$ cat config.mk
export PLATFORM = sky130hd
export DESIGN_NAME = id_ex_reg
export DESIGN_NICKNAME = d
export VERILOG_FILES = /design/src/rtl/id_ex_reg.sv
export SDC_FILE = /design/constraint.sdc
export NUM_CORES = 1
export LEC_CHECK = 0
export BUFFER_PORTS_ARGS = -buffer_cell sky130_fd_sc_hd__buf_4
export CORE_ASPECT_RATIO = 1.25
export CORE_MARGIN = 2
export CORE_UTILIZATION = 43
export DETAILED_ROUTE_END_ITERATION = 12
export GPL_ROUTABILITY_DRIVEN = 0
export PLACE_DENSITY_LB_ADDON = 0.15
export RECOVER_POWER = 100
export SLEW_MARGIN = 20
export SYNTH_ARGS = -nofsm -noshare
export SYNTH_HDL_FRONTEND = slang
export SYNTH_SLANG_ARGS = --single-unit
$ cat constraint.sdc
create_clock -name clk -period 5.9 [get_ports clk]
set_input_delay 0 -clock clk [delete_from_list [all_inputs] [get_ports clk]]
set_output_delay 0 -clock clk [all_outputs]
set_load 0.005 [all_outputs]
$ cat src/rtl/id_ex_reg.sv
// ID/EX pipeline register with load-use hazard detection and a saturating
// bubble counter. Every ex_* output comes straight from a flop, so nothing
// on the ID side reaches the EX side without passing through a clock edge.
module id_ex_reg #(
    parameter int DATA_W = 32,
    parameter int CNT_W  = 16
) (
    input  logic              clk,
    input  logic              rst,
    input  logic              id_valid,
    input  logic [9:0]        id_ctrl,
    input  logic [DATA_W-1:0] id_rd1,
    input  logic [DATA_W-1:0] id_rd2,
    input  logic [DATA_W-1:0] id_imm,
    input  logic [DATA_W-1:0] id_pc4,
    input  logic [4:0]        id_rs,
    input  logic [4:0]        id_rt,
    input  logic [4:0]        id_rd,
    input  logic              ex_stall,
    input  logic              flush,
    output logic              ex_valid,
    output logic [9:0]        ex_ctrl,
    output logic [DATA_W-1:0] ex_rd1,
    output logic [DATA_W-1:0] ex_rd2,
    output logic [DATA_W-1:0] ex_imm,
    output logic [DATA_W-1:0] ex_pc4,
    output logic [4:0]        ex_rs,
    output logic [4:0]        ex_rt,
    output logic [4:0]        ex_rd,
    output logic              load_use_stall,
    output logic [CNT_W-1:0]  bubble_cnt
);

    // Position of MemRead inside {RegDst,Jump,ALUsrc,MemtoReg,MemRead,MemWrite,Branch,RegWrite,ALUop[1:0]}
    localparam int MEMREAD_BIT = 5;

    logic              valid_q, valid_d;
    logic [9:0]        ctrl_q, ctrl_d;
    logic [DATA_W-1:0] rd1_q, rd1_d;
    logic [DATA_W-1:0] rd2_q, rd2_d;
    logic [DATA_W-1:0] imm_q, imm_d;
    logic [DATA_W-1:0] pc4_q, pc4_d;
    logic [4:0]        rs_q, rs_d;
    logic [4:0]        rt_q, rt_d;
    logic [4:0]        rd_q, rd_d;
    logic [CNT_W-1:0]  cnt_q, cnt_d;
    logic              hazard;

    // Load in EX writing a register the ID instruction reads; $0 never counts.
    // A bubble carries ctrl=0, so it can never trigger this on the next cycle.
    always_comb begin
        hazard = valid_q & ctrl_q[MEMREAD_BIT] & (rt_q != 5'd0) & id_valid &
                 ((rt_q == id_rs) | (rt_q == id_rt));
    end

    // Next-state selection: flush, then hold, then bubble insert, then load.
    always_comb begin
        valid_d = valid_q;
        ctrl_d  = ctrl_q;
        rd1_d   = rd1_q;
        rd2_d   = rd2_q;
        imm_d   = imm_q;
        pc4_d   = pc4_q;
        rs_d    = rs_q;
        rt_d    = rt_q;
        rd_d    = rd_q;
        cnt_d   = cnt_q;
        if (flush || (!ex_stall && hazard)) begin
            valid_d = 1'b0;
            ctrl_d  = '0;
            rd1_d   = '0;
            rd2_d   = '0;
            imm_d   = '0;
            pc4_d   = '0;
            rs_d    = '0;
            rt_d    = '0;
            rd_d    = '0;
            if (!flush && cnt_q != {CNT_W{1'b1}}) begin
                cnt_d = cnt_q + 1'b1;
            end
        end else if (!ex_stall) begin
            valid_d = id_valid;
            ctrl_d  = id_valid ? id_ctrl : 10'd0;
            rd1_d   = id_rd1;
            rd2_d   = id_rd2;
            imm_d   = id_imm;
            pc4_d   = id_pc4;
            rs_d    = id_rs;
            rt_d    = id_rt;
            rd_d    = id_rd;
        end
    end

    // Pipeline state; reset clears everything, including a held instruction.
    always_ff @(posedge clk or posedge rst) begin
        if (rst) begin
            valid_q <= 1'b0;
            ctrl_q  <= '0;
            rd1_q   <= '0;
            rd2_q   <= '0;
            imm_q   <= '0;
            pc4_q   <= '0;
            rs_q    <= '0;
            rt_q    <= '0;
            rd_q    <= '0;
            cnt_q   <= '0;
        end else begin
            valid_q <= valid_d;
            ctrl_q  <= ctrl_d;
            rd1_q   <= rd1_d;
            rd2_q   <= rd2_d;
            imm_q   <= imm_d;
            pc4_q   <= pc4_d;
            rs_q    <= rs_d;
            rt_q    <= rt_d;
            rd_q    <= rd_d;
            cnt_q   <= cnt_d;
        end
    end

    assign ex_valid       = valid_q;
    assign ex_ctrl        = ctrl_q;
    assign ex_rd1         = rd1_q;
    assign ex_rd2         = rd2_q;
    assign ex_imm         = imm_q;
    assign ex_pc4         = pc4_q;
    assign ex_rs          = rs_q;
    assign ex_rt          = rt_q;
    assign ex_rd          = rd_q;
    assign load_use_stall = hazard;
    assign bubble_cnt     = cnt_q;

endmodule

# After elaboration in Yosys (flattened, before gate mapping)

Index checks and enable logic that the tools add are counted.
W data, S select, Z words.

Bits in registers: 170
Input port bits: 158
Output and inout port bits: 171

Add/sub/neg operators: 1
Equality and inequality tests: 4
Multiplexer cells: 19
Bitwise gates (word level): 5
Reduce and logical (&&, ||, !) cells: 7

Operators by type and width:

| operator                | count |
|---|---|
| $mux W32                | 8 |
| $mux W10                | 3 |
| $mux W5                 | 6 |
| $add A16 B1 Y16 const B | 1 |
| $ne A16 B16 Y1 const B  | 1 |
| $eq A5 B5 Y1            | 2 |
| $reduce_bool A5 Y1      | 1 |
| $and A1 B1 Y1           | 4 |
| $logic_and A1 B1 Y1     | 2 |
| $logic_not A1 Y1        | 2 |
| $mux W1                 | 2 |
| $ne A2 B1 Y1 const B    | 1 |
| $reduce_and A2 Y1       | 1 |
| $logic_or A1 B1 Y1      | 1 |
| $or A1 B1 Y1            | 1 |

# Longest topological paths before layout

Gate-level depths: netlist (run 1).

Word-level depth: 7
Depth in mapped cells: 8
Gate-level depth less buffers: 6

# Worst setup path after synthesis (run 1)

OpenSTA, ideal clock, no wires.

Path type: reg-to-reg
Start point: reg rt_q[1], in the netlist ex_rt[1]
End point: reg imm_q[0], in the netlist ex_imm[0]
Library setup time: 0.081 ns
Data arrival time: 1.834 ns
Data required time: 5.819 ns
Setup slack: 3.984 ns
Stages on the path, launching flop included: 8
Path buffers: 2
Period minus slack after synthesis: 1.916 ns
Path through: dfrtp_1 > or4_4 > o2111ai_4 > nand2b_2 > inv_2 > buf_6 > buf_6 > o22ai_2

Word-level cells in the longest chain between the ends: 7
Elaborated cells on any way between the ends: 11

Ends and longest elaborated chain:

| what                                                      | line | text |
|---|---|---|
| from (decl)                                               | 44   | `logic [4:0] rt_q, rt_d;` |
| from (signal assigned)                                    | 115  | `rt_q <= rt_d;` |
| $reduce_bool A5 Y1                                        | 52   | `hazard = valid_q & ctrl_q[MEMREAD_BIT] & (rt_q != 5'd0) & id_valid &` |
| $and A1 B1 Y1 (2 in series)                               | 52   |  |
| $and A1 B1 Y1 *                                           | 52   |  |
| $logic_and A1 B1 Y1 *                                     | 68   | `if (flush \|\| (!ex_stall && hazard)) begin` |
| $logic_or A1 B1 Y1 *                                      | 68   |  |
| $ne A2 B1 Y1 (no line) / $mux W32 (equally long branches) | -    |  |
| to (signal assigned)                                      | 112  | `imm_q <= imm_d;` |
| to (decl)                                                 | 41   | `logic [DATA_W-1:0] imm_q, imm_d;` |

Mark *: on every way between the ends. The rest lies on a longest branch, timed or not.
A chain may end at the register's enable or synchronous reset.

# Worst setup path after layout (run 1)

Start point: reg rt_q[1], in the netlist ex_rt[1]
End point: out load_use_stall

Word-level cells in the longest chain between the ends: 4
Elaborated cells on any way between the ends: 7

Ends and longest elaborated chain:

| what                        | line | text |
|---|---|---|
| $reduce_bool A5 Y1          | 52   |  |
| $and A1 B1 Y1 (2 in series) | 52   |  |
| $and A1 B1 Y1 *             | 52   |  |
| to (decl)                   | 30   | `output logic load_use_stall,` |

Marks and branches as above.

==> flow_metrics.py, run 1 <==
metrics = {
    "run_status": {
        "outcome": "finished with violations",
        "failed_checks": "capacitance limit, slew limit",
    },
    "global_route": {
        "grt_pass1_wl_um": 37700,
        "grt_start_max_net_pins": 106,
        "grt_pass1_vias": 7177,
        "antenna_found_initial": 0,
        "grt_util_all_layers": 0.265,
        "grt_overflow_total": 0,
    },
    "route": {
        "drcViolationCount": 0,
        "vias_per_cell": 5.32,
        "first_pass_iters": 4,
        "num_vias": 7252,
        "ant_nets": 0,
        "wl_um": 24100,
        "drtIter0Drc": 593,
        "wl_per_cell_um": 17.6,
    },
    "synthesis": {
        "synth_top_area_frac": 0.581,
        "synthCells": 686,
        "synth.area.top_cells": "dfrtp_1 58%, nand2_1 10%, a32o_1 6.4%, o22ai_1 6.3%, o22ai_2 3.4%",
        "async_flop_share": 1.00,
        "ys_seq_area_frac": 0.581,
        "ys_types": 34,
        "ys.flop_type": "dfrtp_1",
        "netlist_area_sq_um": 7320,
        "synth-edff-count": 0,
        "synth_nets": 845,
        "syn_area_per_cell_sq_um": 10.7,
        "synth_seq_cells": 170,
        "ys.warnings.count": 0,
        "synth_area_leader_cell": "dfrtp_1",
    },
    "final_layout": {
        "diodes": 0,
        "finalNetCount": 1290,
        "final_util": 0.691,
        "final_cell_area_sq_um": 11500,
        "fill_cells": 1316,
        "drive_above_1_share": 0.269,
        "area_growth_pct": 57.9,
        "stdcell_count": 1363,
    },
    "critical_path": {
        "cpPeakStageDelay_ps": 1470,
        "criticalPathCategory": "register to output pin",
        "cp.arrival_ps": 4440,
        "start_kind": "register",
        "crit_required_ps": 5900,
        "r2r_start": "ex_rt[1]",
        "path_cells": "or4_1 -> o2111ai_4 -> nand2b_1 -> inv_4 -> buf_12 -> clkbuf_4",
        "end_kind": "output pin",
        "crit_family": "simple AND/OR/NAND/NOR gates",
        "r2r_end": "ex_rs[3]",
        "slowest_stage": "nand2b_1",
        "critical_path_buf_inv_count": 3,
        "ff2ff_path_depth": 6,
        "cp_max_fo": 66,
        "r2r_slack_ps": 1620,
    },
    "sta": {
        "worst_pin_slew_ps": 4270,
        "clock_skew_ps": 8.20,
        "worst_slack_ps": 1460,
        "slew_headroom": -1.86,
        "finalSetupTns_ps": 0,
        "hold_violations": 0,
        "rsz0062_at_grt": "no",
        "report.final.slew_viol_count": 146,
        "fmax_ghz": 0.225,
        "post-route-min-period_ps": 4440,
        "final-setup-viol-count": 0,
        "post-route-period-util": 0.753,
    },
    "power": {
        "p_leak_nw": 5.25,
        "power.share.clock": 0.402,
        "peakVddDrop_mv": 0.170,
        "powerDensity_nw_per_um2": 242,
        "p_comb_frac": 0.147,
        "p_int_w": 0.00212,
        "switching_share": 0.241,
        "p_seq_frac": 0.451,
        "p_sw_w": 0.000674,
    },
    "floorplan": {
        "core_sq_um": 16700,
        "initial_utilization": 0.438,
        "die_area_sq_um": 18100,
        "die_h_um": 150,
        "rows": 53,
        "ioPinCount": 329,
        "dieWidth_um": 121,
    },
    "hold_path": {
        "min_from": "ex_stall",
        "worstHoldPathType": "input port to register",
        "whs_endpoint": "bubble_cnt[13]",
        "worst_hold_path.num_cells": 5,
    },
    "cts": {
        "numClockSinks": 170,
        "htree_levels": 4,
        "post_cts_buffers": 0,
        "cts_root_buffer": "clkbuf_16",
        "cts-buffers-inserted": 17,
        "tritoncts": "yes",
        "clk_path_buf_depth": 2,
        "cts.clk_slew.worst_paths_ps": 60,
        "clk_latency_ps": 420,
    },
    "placement": {
        "place_inst": 1177,
        "port_buffers": 328,
        "hpwl_um": 14300,
        "pre_cts_slack_ps": 2560,
        "postPlaceCellArea_sq_um": 9840,
    },
    "flow_run": {
        "cap_violations": 2,
    },
}
==> power by group through the flow <==
stage | clock network [W] | registers (W) | logic (W)
floorplan | 0 | 0.00128 | 0.000136
global placement | 0 | 0.00128 | 0.000351
detailed placement | 0 | 0.00128 | 0.000355
CTS | 0.00114 | 0.00126 | 0.000440
global route | 0.00121 | 0.00127 | 0.000445
finish | 0.00112 | 0.00126 | 0.000411
==> layout by cell type, fill, tap and decap left out, drive strengths merged, types with 5 or more instances in the layout <==
| cell type | instances |
|---|---|
| nand2 | 201 |
| clkbuf | 192 |
| dfrtp | 170 |
| buf | 163 |
| dlygate4sd3 | 155 |
| o22ai | 94 |
| a32o | 47 |
| xnor2 | 25 |
| nand3 | 12 |
| nand3b | 10 |
| o21ai | 9 |
| nand4 | 8 |
| inv | 7 |
| or3b | 5 |
| o41ai | 5 |
| nor2 | 5 |
| clkinv | 5 |
==> metal layers <==
layer / wire (um) / up-vias / track usage
met4: 823 / 0 / 0.124
met1: 9390 / 3512 / 0.324
met5: 0 / - / 0
met2: 12100 / 341 / 0.434
li1: - / 3334 / -
met3: 1710 / 65 / 0.0758
==> sequential cells by signal, summed over array words and instances (netlist names), 5 cells and up <==
signal      flops
ex_imm         32
ex_rs           5
ex_rd2         32
ex_rt           5
ex_rd1         32
bubble_cnt     16
ex_pc4         32
ex_rd           5
ex_ctrl        10
==> per-stage QoR <==
| step | power, W | hold WS [ps] |
|---|---|---|
| CTS | 0.00284 | 35.3 |
| floorplan | 0.00142 | 134 |
| global route | 0.00292 | 53.0 |
| global placement | 0.00163 | 244 |
| finish | 0.00279 | 59.0 |
| detailed placement | 0.00163 | 249 |
==> worst max path at each step <==
stage	start	to	slack, ps	depth (start not counted)
finish	ex_rt[1]	load_use_stall	1460	6
global route	ex_rt[1]	load_use_stall	1180	6
CTS	ex_rt[1]	load_use_stall	2280	6
detailed placement	ex_rt[1]	ex_rs[3]	2560	6
global placement	ex_rt[1]	ex_rs[3]	2610	6
floorplan	rst	bubble_cnt[0]	1300	1
==> cells in the mapped netlist (6+ instances only) <==
| cell type | number |
|---|---|
| buf_2 | 9 |
| o22ai_1 | 74 |
| a32o_1 | 47 |
| buf_6 | 7 |
| o22ai_2 | 20 |
| nand3_1 | 12 |
| clkbuf_1 | 46 |
| nand3b_1 | 10 |
| dfrtp_1 | 170 |
| nand2_1 | 201 |
| o21ai_0 | 9 |
| xnor2_1 | 25 |
| inv_1 | 6 |
| nand4_1 | 8 |
==> cell type report <==
cell class                 count  area (sq um)  area share
clock inverter                11           146      0.0127
timing repair buffer         490          3830       0.331
tap                          220           275      0.0238
sequential                   170          4250       0.368
clock buffer                  20           437      0.0378
multi-input combinational    445          2580       0.223
inverter                       7          30.0     0.00260
==> what timing repair did <==
action	in CTS	in global routing
endpoints found under the hold margin	248	0
hold buffers	155	0
resized for setup	0	0
==> tightest hold or removal path, stage by stage <==
cell and delay [ps]:
buf_4 110, or2_2 130, nor4_1 60, nand2_1 80, xnor2_1 60
==> logic make-up after synthesis <==
family	count (synthesis)	share of synthesized area
adder cells (fa/ha/maj)	1	0.00171
XOR/XNOR	25	0.0299
multiplexers	1	0.00154
AO/OA/AOI/OAI	156	0.183
buffers and inverters	71	0.0452
flip-flops	170	0.581
AND/OR/NAND/NOR	262	0.158
(Power assumes the default switching activity.)
==> run 2, diff against run 1 <==
- clock period: 5.9 -> 4.5 ns (I/O delays scaled with it)
==> run 2 against run 1 <==
Routed wire length grew 1.9%. The flow still finishes with violations (capacitance limit, slew limit). Via count decreased by 1.1%. Die area stayed put. Sequential cell count stayed put. Cell count is 0.44% higher.
==> flow_metrics.py, run 2 (same netlist as run 1, synthesis figures left out) <==
metrics = {
    "critical_path": {
        "r2r_slack_ps": 960,
        "crit_family": "buffers and inverters",
        "cp_max_fo": 60,
        "criticalPathCategory": "register to register",
        "start_kind": "register",
        "path_cells": "or4_1 -> o2111ai_1 -> nand2b_2 -> clkinvlp_2 -> clkbuf_2 -> buf_4 -> o41ai_1",
        "ff2ff_path_depth": 7,
        "cp.arrival_ps": 3850,
        "end_kind": "register",
        "critical_path_buf_inv_count": 3,
        "crit_required_ps": 4810,
        "r2r_start": "ex_rt[1]",
        "cpPeakStageDelay_ps": 700,
        "r2r_end": "ex_rs[0]",
        "slowest_stage": "clkbuf_2",
    },
    "hold_path": {
        "min_from": "ex_stall",
        "worst_hold_path.num_cells": 3,
        "worstHoldPathType": "input port to register",
        "whs_endpoint": "ex_ctrl[5]",
    },
    "final_layout": {
        "fill_cells": 1299,
        "final_cell_area_sq_um": 11700,
        "drive_above_1_share": 0.290,
        "layout_commonest_cell": "nand2_1",
        "area_growth_pct": 59.4,
        "final_cell_mix": "201 x nand2_1, 170 x dfrtp_1, 162 x buf_4",
        "finalNetCount": 1294,
    },
    "placement": {
        "hpwl_um": 14900,
        "port_buffers": 328,
        "postPlaceCellArea_sq_um": 9860,
        "pre_cts_slack_ps": 1570,
    },
    "floorplan": {
        "die_h_um": 150,
        "ioPinCount": 329,
        "dieWidth_um": 121,
        "initial_utilization": 0.438,
        "core_sq_um": 16700,
        "rows": 53,
        "die_area_sq_um": 18100,
    },
    "global_route": {
        "grt_pass1_wl_um": 38200,
        "grt_start_max_net_pins": 96,
        "grt_util_all_layers": 0.269,
        "grt_overflow_total": 0,
        "grt_pass1_vias": 7416,
        "antenna_found_initial": 1,
    },
    "route": {
        "num_vias": 7169,
        "wl_per_cell_um": 17.9,
        "vias_per_cell": 5.24,
        "drcViolationCount": 0,
        "drtIter0Drc": 497,
        "wl_um": 24500,
        "ant_nets": 0,
        "first_pass_iters": 5,
    },
    "cts": {
        "htree_levels": 4,
        "numClockSinks": 170,
        "cts-buffers-inserted": 17,
        "cts_root_buffer": "clkbuf_16",
        "cts.clk_slew.worst_paths_ps": 70,
        "cts_resized": 0,
        "clk_latency_ps": 430,
        "tritoncts": "yes",
        "clk_path_buf_depth": 2,
    },
    "sta": {
        "hold_violations": 0,
        "clock_skew_ps": 6.75,
        "slew_headroom": -0.580,
        "worst_pin_slew_ps": 2370,
        "post-route-min-period_ps": 3540,
        "rsz0062_at_grt": "no",
        "fmax_ghz": 0.282,
        "final-setup-viol-count": 0,
        "finalSetupTns_ps": 0,
        "report.final.slew_viol_count": 96,
        "post-route-period-util": 0.787,
        "worst_slack_ps": 957,
    },
    "flow_run": {
        "cap_violations": 1,
    },
    "power": {
        "p_leak_nw": 5.35,
        "powerDensity_nw_per_um2": 322,
        "peakVddDrop_mv": 0.207,
    },
    "run_status": {
        "failed_checks": "capacitance limit, slew limit",
        "outcome": "finished with violations",
    },
}
[run 2: cell types whose count changed in the layout (fill, tap and decap cells not counted), sizes merged]
| cell | before | now |
|---|---|---|
| diode | 0 | 1 |
| clkinv | 5 | 4 |
| clkinvlp | 3 | 4 |
| buf | 163 | 162 |
| bufinv | 3 | 4 |
| inv | 7 | 9 |
| clkbuf | 192 | 195 |
[run 2: repair_timing]
item | in CTS | in global routing
setup endpoints to repair | 0 | 0
endpoints found under the hold margin | 175 | 0
hold buffers | 155 | 0
setup buffers | 0 | 0
[run 2: metal layers]
layer / share of wire / vias to the layer above / track usage
met1: 0.39 / 3471 / 0.329
li1: - / 3338 / -
met2: 0.52 / 303 / 0.450
met3: 0.067 / 57 / 0.0690
met5: 0 / - / 0
met4: 0.027 / 0 / 0.119
[run 2: worst max path at each step]
stage | from | cells past startpoint | slack (ps) | to
after floorplan | rst | 1 | 2330 | bubble_cnt[0]
after global placement | ex_rt[0] | 9 | 1600 | ex_ctrl[3]
after detailed placement | ex_rt[0] | 9 | 1570 | ex_ctrl[0]
after CTS | ex_rt[0] | 9 | 1560 | ex_ctrl[0]
after global routing | ex_rt[1] | 7 | 690 | ex_rs[0]
final | ex_rt[1] | 7 | 960 | ex_rs[0]
[run 2: worst reg2reg max path, delay by kind of cell (launching register included)]
kind                   cells  cell delay, ps
buffers and inverters      3            1410
and+or+nand+nor            2             800
AOI/OAI and AO/OA          2             790
DFF                        1             430
[run 2: metrics by stage]
step	utilization	power, W	cells	hold slack, ps
2_1_floorplan	-	0.00186	686	134
3_3_place_gp	0.590	0.00214	1181	93.4
3_5_place_dp	0.590	0.00215	1181	96.3
4_1_cts	0.720	0.00382	1368	63.7
5_1_grt	0.698	0.00391	1369	101
6_report	0.698	0.00375	1369	75.5
[run 2: report_power, final]
part	switching (W)	internal, W	leakage (nW)
clock	0.000620	0.000934	0.301
sequential	0.0000458	0.00160	2.28
combinational	0.000239	0.000307	2.78
[run 2: layout make-up]
class / instances / area (sq um) / share of cell area
multi-input cells: 445 / 2600 / 0.223
clock inverters: 14 / 194 / 0.0166
inverters: 7 / 28.8 / 0.00247
clock buffers: 18 / 429 / 0.0368
flip-flops and latches: 170 / 4250 / 0.365
diodes: 1 / 2.50 / 0.000215
well taps: 220 / 275 / 0.0236
repair buffers: 494 / 3880 / 0.333
==> run 3, diff against run 2 <==
- clock period: 4.5 -> 3.53 ns (I/O delays scaled with it)
==> run 3 against run 2 <==
Critical path depth did not move. Non-clock buffer count up 4. Routed wire length about the same. First-iteration DRC count up 2.0%. Critical endpoint is now ex_pc4[18]. Total power up 29%. Largest power group unchanged. Global-route usage hardly changed. Sequential share of layout area decreased by 0.078 points. Fmax up 15%. Combinational power grew 28%. Setup slack got worse by 500 ps. Via count grew 1.1%. The run still ends with capacitance limit, slew limit left. Sequential cell count unchanged. Critical path type unchanged.
==> flow_metrics.py, run 3 (same netlist as run 1, synthesis figures left out) <==
metrics = {
    "run_status": {
        "outcome": "finished with violations",
        "failed_checks": "capacitance limit, slew limit",
    },
    "critical_path": {
        "r2r_start": "ex_rt[1]",
        "cp_max_fo": 108,
        "r2r_end": "ex_pc4[18]",
        "criticalPathCategory": "register to register",
        "crit_required_ps": 3880,
        "ff2ff_path_depth": 7,
        "r2r_slack_ps": 460,
        "start_kind": "register",
        "end_kind": "register",
        "cp.arrival_ps": 3420,
    },
    "route": {
        "wl_um": 24500,
        "drcViolationCount": 0,
        "num_vias": 7248,
        "wl_met3_um": 1810,
        "drtIter0Drc": 507,
        "ant_nets": 0,
        "vias_per_cell": 5.28,
        "m1WireLength_um": 9210,
        "dr_wl_met2_um": 12500,
        "routed.top_layer": "met4",
        "wl_per_cell_um": 17.9,
        "first_pass_iters": 4,
    },
    "hold_path": {
        "whs_endpoint": "ex_rs[2]",
        "worst_hold_path.num_cells": 4,
        "worstHoldPathType": "input port to register",
        "min_from": "ex_stall",
    },
    "cts": {
        "cts.clk_slew.worst_paths_ps": 60,
        "clk_latency_ps": 420,
        "clk_path_buf_depth": 2,
        "htree_levels": 4,
        "cts_resized": 0,
        "cts-buffers-inserted": 17,
        "cts_root_buffer": "clkbuf_16",
        "tritoncts": "yes",
        "post_cts_buffers": 0,
        "numClockSinks": 170,
    },
    "sta": {
        "post-route-min-period_ps": 3070,
        "final-setup-viol-count": 0,
        "hold_violations": 0,
        "report.final.slew_viol_count": 171,
        "post-route-period-util": 0.869,
        "clock_skew_ps": 6.22,
        "rsz0062_at_grt": "no",
        "worst_pin_slew_ps": 2330,
        "slew_headroom": -0.552,
        "fmax_ghz": 0.326,
        "finalSetupTns_ps": 0,
    },
    "final_layout": {
        "diodes": 0,
        "final_cell_mix": "201 x nand2_1, 170 x dfrtp_1, 161 x dlygate4sd3_1, 161 x buf_4, 108 x clkbuf_4",
        "fill_cells": 1306,
        "layout_commonest_cell": "nand2_1",
        "drive_above_1_share": 0.274,
        "area_growth_pct": 59.7,
        "finalNetCount": 1298,
        "final_cell_area_sq_um": 11700,
    },
    "global_route": {
        "grt_start_max_net_pins": 171,
        "antenna_found_initial": 0,
        "grt_overflow_total": 0,
        "grt_util_all_layers": 0.269,
        "grt_pass1_vias": 7369,
        "grt_pass1_wl_um": 38200,
    },
    "floorplan": {
        "dieWidth_um": 121,
        "die_h_um": 150,
        "rows": 53,
        "core_sq_um": 16700,
        "die_area_sq_um": 18100,
        "initial_utilization": 0.438,
        "ioPinCount": 329,
    },
    "placement": {
        "port_buffers": 328,
        "postPlaceCellArea_sq_um": 9870,
        "hpwl_um": 14400,
    },
    "flow_run": {
        "cap_violations": 1,
    },
    "power": {
        "powerDensity_nw_per_um2": 413,
        "peakVddDrop_mv": 0.263,
        "p_leak_nw": 5.34,
    },
}
## run 3: changes by cell type in the layout (fill, tap and decap cells not counted), moves of 3 or more
cell	previous run	this run
clkbuf_1	56	66
clkbuf_2	5	1
clkbuf_4	117	108
dlygate4sd3_1	155	161
o22ai_1	91	94
o22ai_2	3	0
o41ai_1	1	5
o41ai_2	4	0
## run 3: power by group
group | switching (W) | leakage [nW] | internal (W)
combinational | 0.000306 | 2.75 | 0.000394
sequential | 0.0000582 | 2.28 | 0.00204
clock | 0.000791 | 0.315 | 0.00124
## run 3: worst max path at each step
stage,from,endpoint,slack [ps],depth (start not counted)
final,ex_rt[1],ex_pc4[18],460,7
after global routing,ex_rt[1],ex_pc4[18],400,7
after CTS,ex_rt[1],ex_pc4[18],870,7
after detailed placement,ex_rt[1],ex_rd1[14],1300,5
after global placement,ex_rt[1],ex_rd1[27],1340,5
after floorplan,rst,bubble_cnt[0],1360,1
## run 3: layout make-up
type,instances,area (sq um),share of cell area
Clock buffer,20,457,0.0391
Clock inverter,12,186,0.0160
Inverter,7,31.3,0.00268
Multi-Input combinational cell,445,2560,0.219
Sequential cell,170,4250,0.364
Tap cell,220,275,0.0236
Timing Repair Buffer,498,3920,0.335
## run 3: critical path, cell delays in order, from the launching register on
cell and delay, ps:
dfrtp_1 440, or4_4 560, o2111ai_1 460, nand2b_2 230
clkinvlp_2 130, buf_12 220, o22ai_1 230, dlygate4sd3_1 600
## run 3: per-layer routing
| layer | GRT usage | vias to the layer above |
|---|---|---|
| met3 | 0.0747 | 72 |
| li1 | - | 3348 |
| met2 | 0.451 | 332 |
| met1 | 0.316 | 3496 |
| met5 | 0 | - |
| met4 | 0.137 | 0 |
## run 3: per-stage QoR
step / utilization / power [W] / cells / hold WS, ps / worst slack, ps
after global placement: 0.591 / 0.00273 / 1179 / 244 / 1340
after global routing: 0.699 / 0.00503 / 1372 / 133 / 404
after floorplan: - / 0.00237 / 686 / 134 / 1360
final: 0.699 / 0.00483 / 1372 / 125 / 461
after detailed placement: 0.591 / 0.00274 / 1179 / 251 / 1300
after CTS: 0.726 / 0.00492 / 1372 / 60.2 / 872
## run 3: repair_timing
action | CTS | global route
hold buffers | 161 | 0
setup endpoints to repair | 0 | 0
endpoints found under the hold margin | 323 | 0
